`config.mk`:
```
export PLATFORM = sky130hd
export DESIGN_NAME = roulette_round_ctrl
export DESIGN_NICKNAME = d
export VERILOG_FILES = /design/src/rtl/roulette_round_ctrl.sv
export SDC_FILE = /design/constraint.sdc
export NUM_CORES = 1
export LEC_CHECK = 0
export ABC_AREA = 1
export BUFFER_PORTS_ARGS = -buffer_cell sky130_fd_sc_hd__clkbuf_2
export CAP_MARGIN = 30
export CORE_MARGIN = 10
export CORE_UTILIZATION = 55
export CTS_CLUSTER_SIZE = 30
export DETAILED_ROUTE_END_ITERATION = 10
export PLACE_DENSITY = 0.79
export SYNTH_ARGS = -nofsm -noshare
export SYNTH_HDL_FRONTEND = slang
export SYNTH_SLANG_ARGS = --single-unit
export TNS_END_PERCENT = 50
```
`constraint.sdc`:
```
create_clock -name Clock -period 2.4 [get_ports Clock]
set_clock_uncertainty 0.1 [all_clocks]
set_input_delay 0.24 -clock Clock [delete_from_list [all_inputs] [get_ports Clock]]
set_output_delay 0.24 -clock Clock [all_outputs]
set_load 0.02 [all_outputs]
```
`src/rtl/roulette_round_ctrl.sv`:
```
// Round sequencer and bank controller for the roulette game: start-key sync/edge detect,
// spin timing, win/lose judging for parity and exact-number bets, and balance bookkeeping.
module roulette_round_ctrl #(
  parameter int unsigned START_BAL   = 10,
  parameter int unsigned WIN_LIMIT   = 20,
  parameter int unsigned PAY_PARITY  = 2,
  parameter int unsigned PAY_EXACT   = 8,
  parameter int unsigned LOSS_AMT    = 1,
  parameter int unsigned SPIN_CYCLES = 16
) (
  input  logic       Clock,
  input  logic       reset_n,
  input  logic       start_key,
  input  logic       new_game,
  input  logic       mode_sel,
  input  logic       guess_even,
  input  logic [4:0] guess_num,
  input  logic [4:0] randnum,
  output logic [5:0] balance,
  output logic [4:0] spin_num,
  output logic       busy,
  output logic       win_pulse,
  output logic       lose_pulse,
  output logic       game_won,
  output logic       game_lost,
  output logic [2:0] dbg_state
);

  localparam int CW = (SPIN_CYCLES > 2) ? $clog2(SPIN_CYCLES) : 1;

  typedef enum logic [2:0] {
    WAIT   = 3'd0,
    SPIN   = 3'd1,
    JUDGE  = 3'd2,
    UPDATE = 3'd3,
    WIN    = 3'd4,
    LOSE   = 3'd5
  } state_t;

  state_t        state;
  logic          key_s1, key_s2, key_s3;
  logic          press;
  logic          lat_mode, lat_even;
  logic [4:0]    lat_num;
  logic [CW-1:0] spin_cnt;
  logic          hit, hit_now;
  logic [6:0]    sum7, diff7;
  logic [5:0]    new_bal;

  assign dbg_state = state;

  // Zero is neither odd nor even for the bank: both parity bets lose on it.
  always_comb begin
    hit_now = 1'b0;
    if (lat_mode) hit_now = (spin_num == lat_num);
    else          hit_now = (spin_num != 5'd0) && (spin_num[0] == ~lat_even);
  end

  // Arithmetic is 7 bits wide, then saturated back into the 6-bit balance.
  always_comb begin
    sum7    = {1'b0, balance} + (lat_mode ? 7'(PAY_EXACT) : 7'(PAY_PARITY));
    diff7   = {1'b0, balance} - 7'(LOSS_AMT);
    new_bal = balance;
    if (hit) new_bal = sum7[6] ? 6'd63 : sum7[5:0];
    else     new_bal = diff7[6] ? 6'd0 : diff7[5:0];
  end

  // Key is active-low: a falling edge of the synchronised level is a press.
  always_ff @(posedge Clock or negedge reset_n) begin
    if (!reset_n) begin
      key_s1 <= 1'b1;
      key_s2 <= 1'b1;
      key_s3 <= 1'b1;
      press  <= 1'b0;
    end else begin
      key_s1 <= start_key;
      key_s2 <= key_s1;
      key_s3 <= key_s2;
      press  <= key_s3 & ~key_s2;
    end
  end

  always_ff @(posedge Clock or negedge reset_n) begin
    if (!reset_n) begin
      state      <= WAIT;
      balance    <= 6'(START_BAL);
      spin_num   <= 5'd0;
      busy       <= 1'b0;
      win_pulse  <= 1'b0;
      lose_pulse <= 1'b0;
      game_won   <= 1'b0;
      game_lost  <= 1'b0;
      lat_mode   <= 1'b0;
      lat_even   <= 1'b0;
      lat_num    <= 5'd0;
      spin_cnt   <= '0;
      hit        <= 1'b0;
    end else begin
      win_pulse  <= 1'b0;
      lose_pulse <= 1'b0;
      if (new_game) begin
        state     <= WAIT;
        balance   <= 6'(START_BAL);
        busy      <= 1'b0;
        game_won  <= 1'b0;
        game_lost <= 1'b0;
      end else begin
        case (state)
          WAIT: begin
            if (press) begin
              lat_mode <= mode_sel;
              lat_even <= guess_even;
              lat_num  <= guess_num;
              spin_cnt <= '0;
              busy     <= 1'b1;
              state    <= SPIN;
            end
          end
          SPIN: begin
            spin_cnt <= spin_cnt + 1'b1;
            if (spin_cnt == CW'(SPIN_CYCLES - 1)) begin
              spin_num <= randnum;
              state    <= JUDGE;
            end
          end
          JUDGE: begin
            hit   <= hit_now;
            busy  <= 1'b0;
            state <= UPDATE;
          end
          UPDATE: begin
            balance    <= new_bal;
            win_pulse  <= hit;
            lose_pulse <= ~hit;
            // Game-over decision looks at the balance this round produced.
            if (32'(new_bal) >= WIN_LIMIT) begin
              game_won <= 1'b1;
              state    <= WIN;
            end else if (new_bal == 6'd0) begin
              game_lost <= 1'b1;
              state     <= LOSE;
            end else begin
              state <= WAIT;
            end
          end
          WIN:     state <= WIN;
          LOSE:    state <= LOSE;
          default: state <= WAIT;
        endcase
      end
    end
  end

endmodule
```
### Word level (Yosys, flattened, before mapping)

Index checks and enable logic that the tools add are counted.

* add/subtract/negate cells: 3
* order comparisons: 1
* equality and inequality tests: 12
* muxes and demuxes: 29
* bitwise logic cells: 5
* reductions and logical operators: 17

Operators by type and width (count)
* $mux W6: 5
* $pmux W3 S6: 1
* $mux W3: 5
* $mux W1: 14
* $reduce_and A3 Y1: 4
* $mux W4: 2
* $pmux W4 S2: 1
* $reduce_and A2 Y1: 4
* $reduce_bool A2 Y1: 4
* $add A6 B4 Y7: 1
* $sub A6 B1 Y7 const B: 1
* $eq A3 B2 Y1 const B: 2
* $eq A3 B3 Y1 const B: 2
* $ge A6 B5 Y1 const B: 1
* $logic_not A6 Y1: 1
* $ne A3 B3 Y1 const B: 2
* $eq A5 B5 Y1: 1
* $reduce_bool A5 Y1: 1
* $add A4 B1 Y4 const B: 1
* $eq A4 B4 Y1 const B: 1
* $ne A2 B2 Y1 const B: 2
* $not A1 Y1: 4
* $eq A3 B1 Y1 const B: 1
* $logic_not A3 Y1: 1
* 5 further kinds: 5

* bits in registers: 35
* output and inout port bits: 19
* word-level logic and storage cells: 84

### Longest topological paths before layout

Gate-level depths: netlist of the first run.

* word-level depth: 9
* depth in mapped cells: 15
* gate-level depth less buffers: 15

### Worst setup path after synthesis of the first run

Ideal clock, no wire load.

* kind: register to register
* from: register balance[3]
* to: register state[2], in the netlist dbg_state[2]
* setup time: 0.118 ns
* data arrival time: 1.734 ns
* path slack: 0.449 ns
* cell stages (with the launch flop): 14
* path buffers: 0
* period minus slack after synthesis: 1.951 ns
* path through: dfstp_2 ha_1 nand3_2 nand2_2 nand2_4 nand2_1 nand2_1 nand2_2 nor2_2 nand2_1 nand3_1 nand2_1 nor2_1 nor2_1

* longest elaborated chain between the ends: 8
* elaborated cells between the ends (all ways): 11

Ends and longest elaborated chain
* start: declaration: RTL line 19 `output logic [5:0] balance,`
* start signal: assignment: RTL line 86 `balance <= 6'(START_BAL);`
* start signal: assignment: RTL line 103 `balance <= 6'(START_BAL);`
* start signal: assignment: RTL line 132 `balance <= new_bal;`
* $sub A6 B1 Y7 / $add A6 B4 Y7 (equally long branches): RTL line 62, 61
* $mux W6 (on tied branches): RTL line 65, 64
* $mux W6 *: RTL line 64 `if (hit) new_bal = sum7[6] ? 6'd63 : sum7[5:0];`
* parallel branches: the longest is 2 deep, another holds $ge A6 B5 Y1
* $mux W3 *: RTL line 136 `if (32'(new_bal) >= WIN_LIMIT) begin`
* $pmux W3 S6 *: RTL line 108 `case (state)`
* $mux W3 *: RTL line 101 `if (new_game) begin`
* end signal: assignment: RTL line 102 `state <= WAIT;`
* end signal: assignment: RTL line 138 `state <= WIN;`
* end signal: assignment: RTL line 141 `state <= LOSE;`
* end: declaration: RTL line 40 `state_t state;`

Mark *: on every way between the ends.
A chain may end at the register's enable or synchronous reset.

### Worst setup path after layout of the first run

Ends and elaborated chain as after synthesis.

==> results.toml, run 1 <==
[cells_and_area]
insertedDiodeCount = 0
final_cell_area_um2 = 2270
nets = 311
fin_util_pct = 67.49
fill_cells = 305
area_growth_pct = 18.18
final_cell_mix = "68 x nand2_1, 34 x clkbuf_2, 30 x dfrtp_1"
final_common_cell = "nand2_1"
final_cell_count_no_fill = 337
drive_gt1_share_pct = 25.77

[min_path]
hp-start = "randnum[4]"
holdPathEnd = "spin_num[4]$_DFFE_PN0P_"
hold_depth = 3
hp-class = "input pin to flip-flop"

[detailed_routing]
antenna_left = 0
drt-met1-wl_mm = 1.719
met3_length_um = 218
vias_per_cell = 4.950
met2_length_mm = 2.013
vias = 1668
drt_wl_total_mm = 4.023
routedWlPerCell_um = 11.94
drt_iter0_markers = 73
drcViolationCount = 0
firstDrtPassIters = 4
top_layer_used = "met4"

[timing]
setup_viol = 0
rsz0062_at_grt = "no"
post-route-period-util_pct = 85.60
hold_viol = 0
worst_slew_pin_slew_ps = 825.4
timing.fmax_mhz = 486.8
period_minus_slack_ps = 2054
drv_slew = 0
fin_setup_tns_ps = 0
relSlewSlack_pct = 44.98

[cts]
clockRootBuffer = "clkbuf_4"
cts_setup_buffers = 0
htree_num_levels = 2
post_cts_resized = 0
clock-sinks = 35
clk_pin_slew_ps = 100
cts_tree = "yes"
cts_buffers = 5
clk_latency_ps = 340
hold_buffers = 9
cts_buffer_depth = 2

[critical_path]
r2r_cells = 13
arrival_ps = 2180
r2r-end = "dbg_state[2]$_DFFE_PN0P_"
worstSetupStartpointType = "flip-flop"
cp-end-kind = "flip-flop"
path_class = "flip-flop to flip-flop"
crit_fanout = 7
cp.required_ps = 2530
reg2reg_slack_ps = 350
rr_startpoint = "balance[3]$_DFFE_PN1P_"

[power_and_ir_drop]
leakage_nw = 1.211
seq_power_share_pct = 43.2
p_int_mw = 1.170
irDropWorstVdd_mv = 0.5937
p_sw_uw = 874.2
swShare_pct = 42.76
clockPowerShare_pct = 15.0
powerDensity_nw_per_um2 = 900.8
combPwrFrac_pct = 41.9

[synthesis]
syn_inst = 243
ys_seq_area_share_pct = 45.93
syn_nets = 264
synth.distinct_cells = 30
async_reset_ff_share_pct = 100.0
synth_seq_cells = 35
yosys_warnings = 0
synth_edf_count = 0
synth.avg_cell_area_um2 = 7.904
synth-main-ff-cell = "dfrtp_1"
synth_area_um2 = 1921

[placement]
io_buffers = 34
dpl.hpwl_mm = 3.064
place_congestion = 0.8532
dpl-instance-area_um2 = 2127
placed_cells = 320

[global_routing]
grt_usage_pct = 13.60
grt_max_degree = 36
overflow = 0
grt_pass1_wl_mm = 6.989
antenna_found_initial = 0
grt_pass1_vias = 1642

[floorplanning]
die_h_um = 79.10
initial_core_util_pct = 57.11
fp.coreArea_um2 = 3363
rows = 21
io_pins = 35
die-area_um2 = 6256
die_x_um = 79.10

[flow_run]
drv_cap = 0

[run_status]
run_status = "complete, no violations"
[cell type report]
cell class                      instances  area (um^2)  area share [%]
Sequential cell                        35        882.1           38.86
Multi-Input combinational cell        169        878.3           38.70
Timing Repair Buffer                   44        267.8           11.80
Inverter                               35        131.4           5.788
Tap cell                               46        57.56           2.536
Clock buffer                            5        37.54           1.654
Clock inverter                          3        15.01          0.6615
[metal layers]
| layer | vias up | GRT usage [%] |
|---|---|---|
| met5 | - | 0 |
| met4 | 0 | 5.376 |
| met3 | 7 | 4.955 |
| met2 | 26 | 24.47 |
| met1 | 765 | 13.98 |
| li1 | 870 | - |
[power by group through the flow]
| stage | Combinational (mW) | Clock, mW | Sequential, mW |
|---|---|---|---|
| 6_report | 0.856 | 0.306 | 0.883 |
| 5_1_grt | 0.979 | 0.345 | 0.906 |
| 4_1_cts | 0.864 | 0.316 | 0.882 |
| 3_5_place_dp | 0.846 | 0 | 0.892 |
| 3_3_place_gp | 0.832 | 0 | 0.886 |
| 2_1_floorplan | 0.630 | 0 | 0.904 |
[stage by stage]
stage	hold slack (ps)	worst slack, ps	power [mW]
after global placement	228.3	463.9	1.718
after global routing	5.877	188.3	2.231
after detailed placement	229.7	384.1	1.738
final	14.81	345.6	2.045
after CTS	6.677	362.9	2.062
after floorplan	-155.6	448.8	1.535
[worst max path at each step]
| stage | end | from | cells past startpoint |
|---|---|---|---|
| after floorplan | dbg_state[2]$_DFFE_PN0P_ | balance[3]$_DFFE_PN1P_ | 13 |
| after global placement | dbg_state[2]$_DFFE_PN0P_ | balance[3]$_DFFE_PN1P_ | 13 |
| after detailed placement | dbg_state[2]$_DFFE_PN0P_ | balance[3]$_DFFE_PN1P_ | 13 |
| after CTS | dbg_state[2]$_DFFE_PN0P_ | balance[3]$_DFFE_PN1P_ | 13 |
| after global routing | dbg_state[2]$_DFFE_PN0P_ | balance[3]$_DFFE_PN1P_ | 13 |
| final | dbg_state[2]$_DFFE_PN0P_ | balance[3]$_DFFE_PN1P_ | 13 |
[kinds of logic after synthesis]
family                     after synthesis  share of synthesized area, %
AOI/OAI and AO/OA                       29                         8.534
xor gates and xnor gates                 4                         1.824
adders and majority gates                5                         3.257
buffers and inverters                   39                         8.339
DFF                                     35                         45.93
muxes                                    1                        0.5863
and+or+nand+nor                        130                         31.53
[Yosys cell counts, drive strengths merged (4+ instances only)]
| cell type | n | area share, % |
|---|---|---|
| nor3 | 5 | 1.6 |
| inv | 35 | 6.8 |
| dfrtp | 30 | 39 |
| nor2 | 28 | 6.9 |
| buf | 4 | 1.5 |
| dfstp | 5 | 6.8 |
| nand2 | 76 | 16 |
| ha | 5 | 3.3 |
| a21oi | 9 | 2.3 |
| nand3 | 19 | 6.3 |
| o22ai | 5 | 1.6 |
| o21ai | 11 | 2.9 |
[flip-flops by register name (all words and copies together), names as in the netlist]
register / flops
balance: 6
busy: 1
dbg_state: 3
game_lost: 1
game_won: 1
hit: 1
key_s1: 1
key_s2: 1
key_s3: 1
lat_even: 1
lat_mode: 1
lat_num: 5
lose_pulse: 1
press: 1
spin_cnt: 4
spin_num: 5
win_pulse: 1
[critical path, cell delays in order (launching register included)]
cell and delay (ps):
dfstp_2 620, ha_1 300, nand3_2 110, nand2_2 70
nand2_4 80, nand2_1 50, nand2_1 70, nand2_2 60
nor2_2 140, nand2_1 60, nand3_1 90, nand2_1 60
nor2_1 90, nor2_1 50
No activity file was read; power rests on OpenSTA's default activity.
==> run 2: changes to the inputs <==
Settings changed: ABC_AREA 1 to default.
==> run 2 against run 1 <==
Compared with the run above:
- non-clock buffer count is 3 higher
- core utilization up 0.43 points
- synthesized cell count decreased by 21%
- clock power is 17% higher
- critical endpoint is now dbg_state[0]$_DFFE_PN0P_
==> results.toml, run 2 <==
[cts]
htree_num_levels = 2
cts_buffers = 5
cts_buffer_depth = 2
clockRootBuffer = "clkbuf_4"
clock-sinks = 35
cts_tree = "yes"
clk_pin_slew_ps = 100
clk_latency_ps = 330

[detailed_routing]
firstDrtPassIters = 5
routedWlPerCell_um = 14.21
antenna_left = 0
drt_iter0_markers = 132
drt_wl_total_mm = 4.021
drcViolationCount = 0
vias_per_cell = 5.530
vias = 1565

[synthesis]
synth_seq_cells = 35
synth_top_cell_by_area = "dfrtp_1"
ys_seq_area_share_pct = 46.97
synth.avg_cell_area_um2 = 9.782
yosys-top-cells-area = "dfrtp_1 40%, mux2_2 7.2%, dfstp_2 7.0%, nor2_1 4.6%, ha_1 3.3%"
async_reset_ff_share_pct = 100.0
yosys_warnings = 0
yosysMostFrequentCell = "dfrtp_1"
synth.top_cell.area_share_pct = 39.97
synth_area_um2 = 1878
syn_inst = 192
synth.distinct_cells = 42
synth_edf_count = 0
synth-main-ff-cell = "dfrtp_1"
synthTopCellsByCount = "30 x dfrtp_1, 23 x nor2_1, 15 x nand2_1"
syn_nets = 213

[cells_and_area]
largest_reg_flops = 6
final_cell_mix = "34 x clkbuf_2, 30 x dfrtp_1, 23 x nor2_1"
area_growth_pct = 19.72
drive_gt1_share_pct = 31.22
insertedDiodeCount = 0
final_common_cell = "clkbuf_2"
final_cell_area_um2 = 2248
reg_top3 = "balance x6, lat_num x5, spin_num x5"
nets = 257
largest_register = "balance"

[critical_path]
path_class = "flip-flop to flip-flop"
cp-end-kind = "flip-flop"
arrival_ps = 2510
reg2reg_slack_ps = 70
cp.required_ps = 2570
worstSetupStartpointType = "flip-flop"
slowest_delay_ps = 520
crit_fanout = 6
crit_path_top_delay_cell = "or4_4"
path_cells = "buf_4, or4_4, or2_0, mux4_2, a211o_1, o21ai_2"

[global_routing]
grt_usage_pct = 13.76
grt_pass1_wl_mm = 6.996
grt_max_degree = 36
grt_pass1_vias = 1575
overflow = 0
antenna_found_initial = 0

[floorplanning]
io_pins = 35
die_h_um = 78.44
initial_core_util_pct = 56.73
fp.coreArea_um2 = 3311
rows = 21
die_x_um = 78.44
die-area_um2 = 6152

[min_path]
hp-class = "input pin to flip-flop"

[power_and_ir_drop]
powerDensity_nw_per_um2 = 541.6
leakage_nw = 1.030
irDropWorstVdd_mv = 0.4244

[timing]
relSlewSlack_pct = 43.82
worst_slew_pin_slew_ps = 842.6
rsz0062_at_grt = "no"
timing.fmax_mhz = 428.6
drv_slew = 0
hold_viol = 0
setup_viol = 0
post-route-period-util_pct = 97.22
fin_setup_tns_ps = 0
period_minus_slack_ps = 2333

[placement]
place_congestion = 0.8759
io_buffers = 34
dpl.hpwl_mm = 2.966
dpl-instance-area_um2 = 2127

[run_status]
run_status = "complete, no violations"

[flow_run]
drv_cap = 0
==> run 2: changes by cell type after synthesis, sizes merged, moves of 9 or more <==
cell,previous run,this run
inv,35,6
mux2,1,12
nand2,76,15
nand3,19,4
clkbuf,0,9
==> run 2: through the flow <==
step / cells / util (%) / hold slack [ps] / power, mW / setup WS, ps
4_1_cts: 281 / 67.23 / 20.81 / 1.233 / 22.61
3_5_place_dp: 270 / 64.25 / 232.1 / 0.8671 / 45.35
2_1_floorplan: 192 / - / -155.6 / 0.8038 / 41.34
3_3_place_gp: 270 / 64.25 / 227.2 / 0.8610 / 131.3
5_1_grt: 283 / 67.91 / 7.664 / 1.289 / 3.728
6_report: 283 / 67.91 / 32.32 / 1.218 / 66.67
==> run 2: routing by layer <==
metal / up-vias / routed length, um / global-route usage [%]
li1: 773 / - / -
met1: 740 / 1685 / 14.96
met2: 46 / 1952 / 23.11
met3: 6 / 329 / 6.150
met4: 0 / 53 / 5.197
met5: - / 0 / 0
==> run 2: critical path, delay by kind of cell (launching register included) <==
kind,cells,cell delay (ps)
muxes,1,520
AOI/OAI and AO/OA,2,360
DFF,1,410
buffers and inverters,1,140
and+or+nand+nor,2,720
==> run 2: what timing repair did <==
action,4_1_cts,5_1_grt
hold endpoints to repair,32,0
setup endpoints to repair,0,3
buffers inserted,0,2
gates resized for setup,0,3
hold buffers,3,0
==> run 2: layout make-up <==
| class | instances | area [um^2] |
|---|---|---|
| fillers | 282 | 1062 |
| multi-input cells | 141 | 942.2 |
| clock buffers | 8 | 68.82 |
| well taps | 46 | 57.56 |
| inverters | 6 | 22.52 |
| flip-flops and latches | 35 | 882.1 |
| repair buffers | 47 | 275.3 |
==> run 2: path summary, 6_finish.rpt <==
| kind | start | endpoint | cells past startpoint |
|---|---|---|---|
| setup / recovery | balance[1]$_DFFE_PN1P_ | dbg_state[0]$_DFFE_PN0P_ | 6 |
| hold / removal | guess_num[4] | lat_num[4]$_DFFE_PN0P_ | 2 |
| setup reg to reg | balance[1]$_DFFE_PN1P_ | dbg_state[0]$_DFFE_PN0P_ | 6 |
| hold reg to reg | key_s1$_DFF_PN1_ | key_s2$_DFF_PN1_ | 0 |
| max in group asynchronous | reset_n | spin_num[4]$_DFFE_PN0P_ | 2 |
| min in group asynchronous | reset_n | dbg_state[2]$_DFFE_PN0P_ | 2 |
==> run 2: logic make-up after synthesis <==
logic type	count (synthesis)	synth area share [%]
simple gates	76	20.05
compound gates	40	14.39
flops	35	46.97
buf+inv	16	3.597
mux	13	8.394
xor+xnor	7	3.265
fa+ha+maj	5	3.331
==> run 2: where the power goes <==
group	switching (mW)	leakage, nW	internal (mW)
clock	0.185	0.0386	0.172
sequential	0.0378	0.451	0.638
combinational	0.0932	0.541	0.0915
total	0.316	1.03	0.902
==> run 3: changes to the inputs <==
Settings changed: SETUP_SLACK_MARGIN from default to 0.15.
==> run 3 against run 2 <==
Compared with the run above:
- via count grew 4.3%
- cell area grew 3.8%
- hold slack lost 8.2 ps
- first-iteration DRC count shrank 9.8%
- clock power grew 19%
- sequential power grew 0.6%
- critical path type unchanged
- highest routed layer unchanged
==> results.toml, run 3 (synthesized netlist as in run 2, its figures left out) <==
[run_status]
run_status = "complete, no violations"

[floorplanning]
io_pins = 35
fp.coreArea_um2 = 3311
rows = 21
die-area_um2 = 6152
initial_core_util_pct = 56.73
die_x_um = 78.44
die_h_um = 78.44

[timing]
fin_setup_tns_ps = 0
period_minus_slack_ps = 2300
drv_slew = 0
rsz0062_at_grt = "yes"
hold_viol = 0
relSlewSlack_pct = 43.88
timing.fmax_mhz = 434.8
whs_ps = 24.10
post-route-period-util_pct = 95.82
worst_slew_pin_slew_ps = 841.8
setup_viol = 0

[power_and_ir_drop]
irDropWorstVdd_mv = 0.4224
powerDensity_nw_per_um2 = 564.6
leakage_nw = 1.058

[detailed_routing]
vias_per_cell = 5.706
drt_wl_total_mm = 4.376
firstDrtPassIters = 4
drcViolationCount = 0
antenna_left = 0
routedWlPerCell_um = 15.30
vias = 1632
drt_iter0_markers = 119

[global_routing]
overflow = 0
grtUsageMet2_pct = 24.18
grtUsageMet3_pct = 5.581
grt_pass1_wl_mm = 7.383
antenna_found_initial = 0
grt_pass1_vias = 1645
grt_max_degree = 36
grt.busiest_layer = "met2"
use_met1_pct = 16.76
grt_usage_pct = 14.71

[critical_path]
crit_fanout = 10
r2r-end = "dbg_state[0]$_DFFE_PN0P_"
slowest_delay_ps = 520
worstSetupStartpointType = "flip-flop"
reg2reg_slack_ps = 100
crit_family = "simple AND/OR/NAND/NOR gates"
crit_path_top_delay_cell = "mux4_2"
cp-end-kind = "flip-flop"
path_buf_inv = 1
path_cells = "buf_4, or4_4, or2_0, mux4_2, a211o_1, o21ai_2"
r2r_cells = 6
cp.required_ps = 2580
rr_startpoint = "balance[3]$_DFFE_PN1P_"
arrival_ps = 2480
path_class = "flip-flop to flip-flop"

[cts]
clk_pin_slew_ps = 110
cts_buffers = 5
cts_buffer_depth = 2
clk_latency_ps = 340
clock-sinks = 35
htree_num_levels = 2
cts_tree = "yes"
clockRootBuffer = "clkbuf_4"

[cells_and_area]
final_cell_mix = "34 x clkbuf_2, 29 x dfrtp_1, 23 x nor2_1"
fin_util_pct = 70.48
largest_register = "balance"
nets = 260
reg_top3 = "balance x6, lat_num x5, spin_num x5"
area_growth_pct = 24.25
drive_gt1_share_pct = 35.00
insertedDiodeCount = 0
largest_reg_flops = 6
final_common_cell = "clkbuf_2"

[flow_run]
drv_cap = 0

[placement]
dpl.hpwl_mm = 3.246
io_buffers = 34
place_congestion = 0.8963

[min_path]
hp-start = "guess_num[4]"
hold_depth = 2
holdPathEnd = "lat_num[4]$_DFFE_PN0P_"
hp-class = "input pin to flip-flop"
[run 3: metal layers]
metal | vias to the layer above | part of all wire (%)
met1 | 781 | 42
met3 | 10 | 6.7
met2 | 56 | 49
met5 | - | 0
li1 | 785 | -
met4 | 0 | 2.0
[run 3: area by class of cell]
type | count | area [um^2]
Fill cell | 267 | 977.2
Clock buffer | 5 | 37.54
Clock inverter | 3 | 43.79
Timing Repair Buffer | 50 | 300.3
Sequential cell | 35 | 883.3
Inverter | 6 | 22.52
Multi-Input combinational cell | 141 | 988.4
Tap cell | 46 | 57.56
[run 3: through the flow]
step / power, mW / instances / instance area [um^2] / setup WS, ps
after floorplan: 0.8038 / 192 / 1882 / 75.10
after global placement: 0.8625 / 272 / 2146 / 143.8
after global routing: 1.394 / 286 / 2333 / 17.99
after CTS: 1.318 / 284 / 2291 / 97.55
after detailed placement: 0.8760 / 272 / 2146 / -39.95
final: 1.317 / 286 / 2333 / 100.3
[run 3: worst max-delay path by stage]
| stage | depth (start not counted) | startpoint | slack (ps) | to |
|---|---|---|---|---|
| detailed placement | 7 | balance[1]$_DFFE_PN1P_ | -40 | game_lost$_DFFE_PN0P_ |
| floorplan | 6 | balance[2]$_DFFE_PN0P_ | 80 | dbg_state[0]$_DFFE_PN0P_ |
| global placement | 7 | balance[1]$_DFFE_PN1P_ | 140 | dbg_state[2]$_DFFE_PN0P_ |
| finish | 6 | balance[3]$_DFFE_PN1P_ | 100 | dbg_state[0]$_DFFE_PN0P_ |
| global route | 6 | balance[3]$_DFFE_PN1P_ | 20 | dbg_state[0]$_DFFE_PN0P_ |
| CTS | 6 | balance[3]$_DFFE_PN1P_ | 100 | dbg_state[0]$_DFFE_PN0P_ |
[run 3: report_power, final]
group | switching (mW) | leakage [nW] | internal [mW] | total (mW)
clock network | 0.206 | 0.0452 | 0.219 | 0.425
logic | 0.107 | 0.564 | 0.106 | 0.213
registers | 0.0416 | 0.449 | 0.638 | 0.680
[run 3: timing repair]
item | CTS | global route
setup buffers | 1 | 1
resized for setup | 5 | 5
hold buffers | 3 | 1
endpoints found under the setup margin | 4 | 4
pin swaps | 0 | 3
hold endpoints to repair | 32 | 1
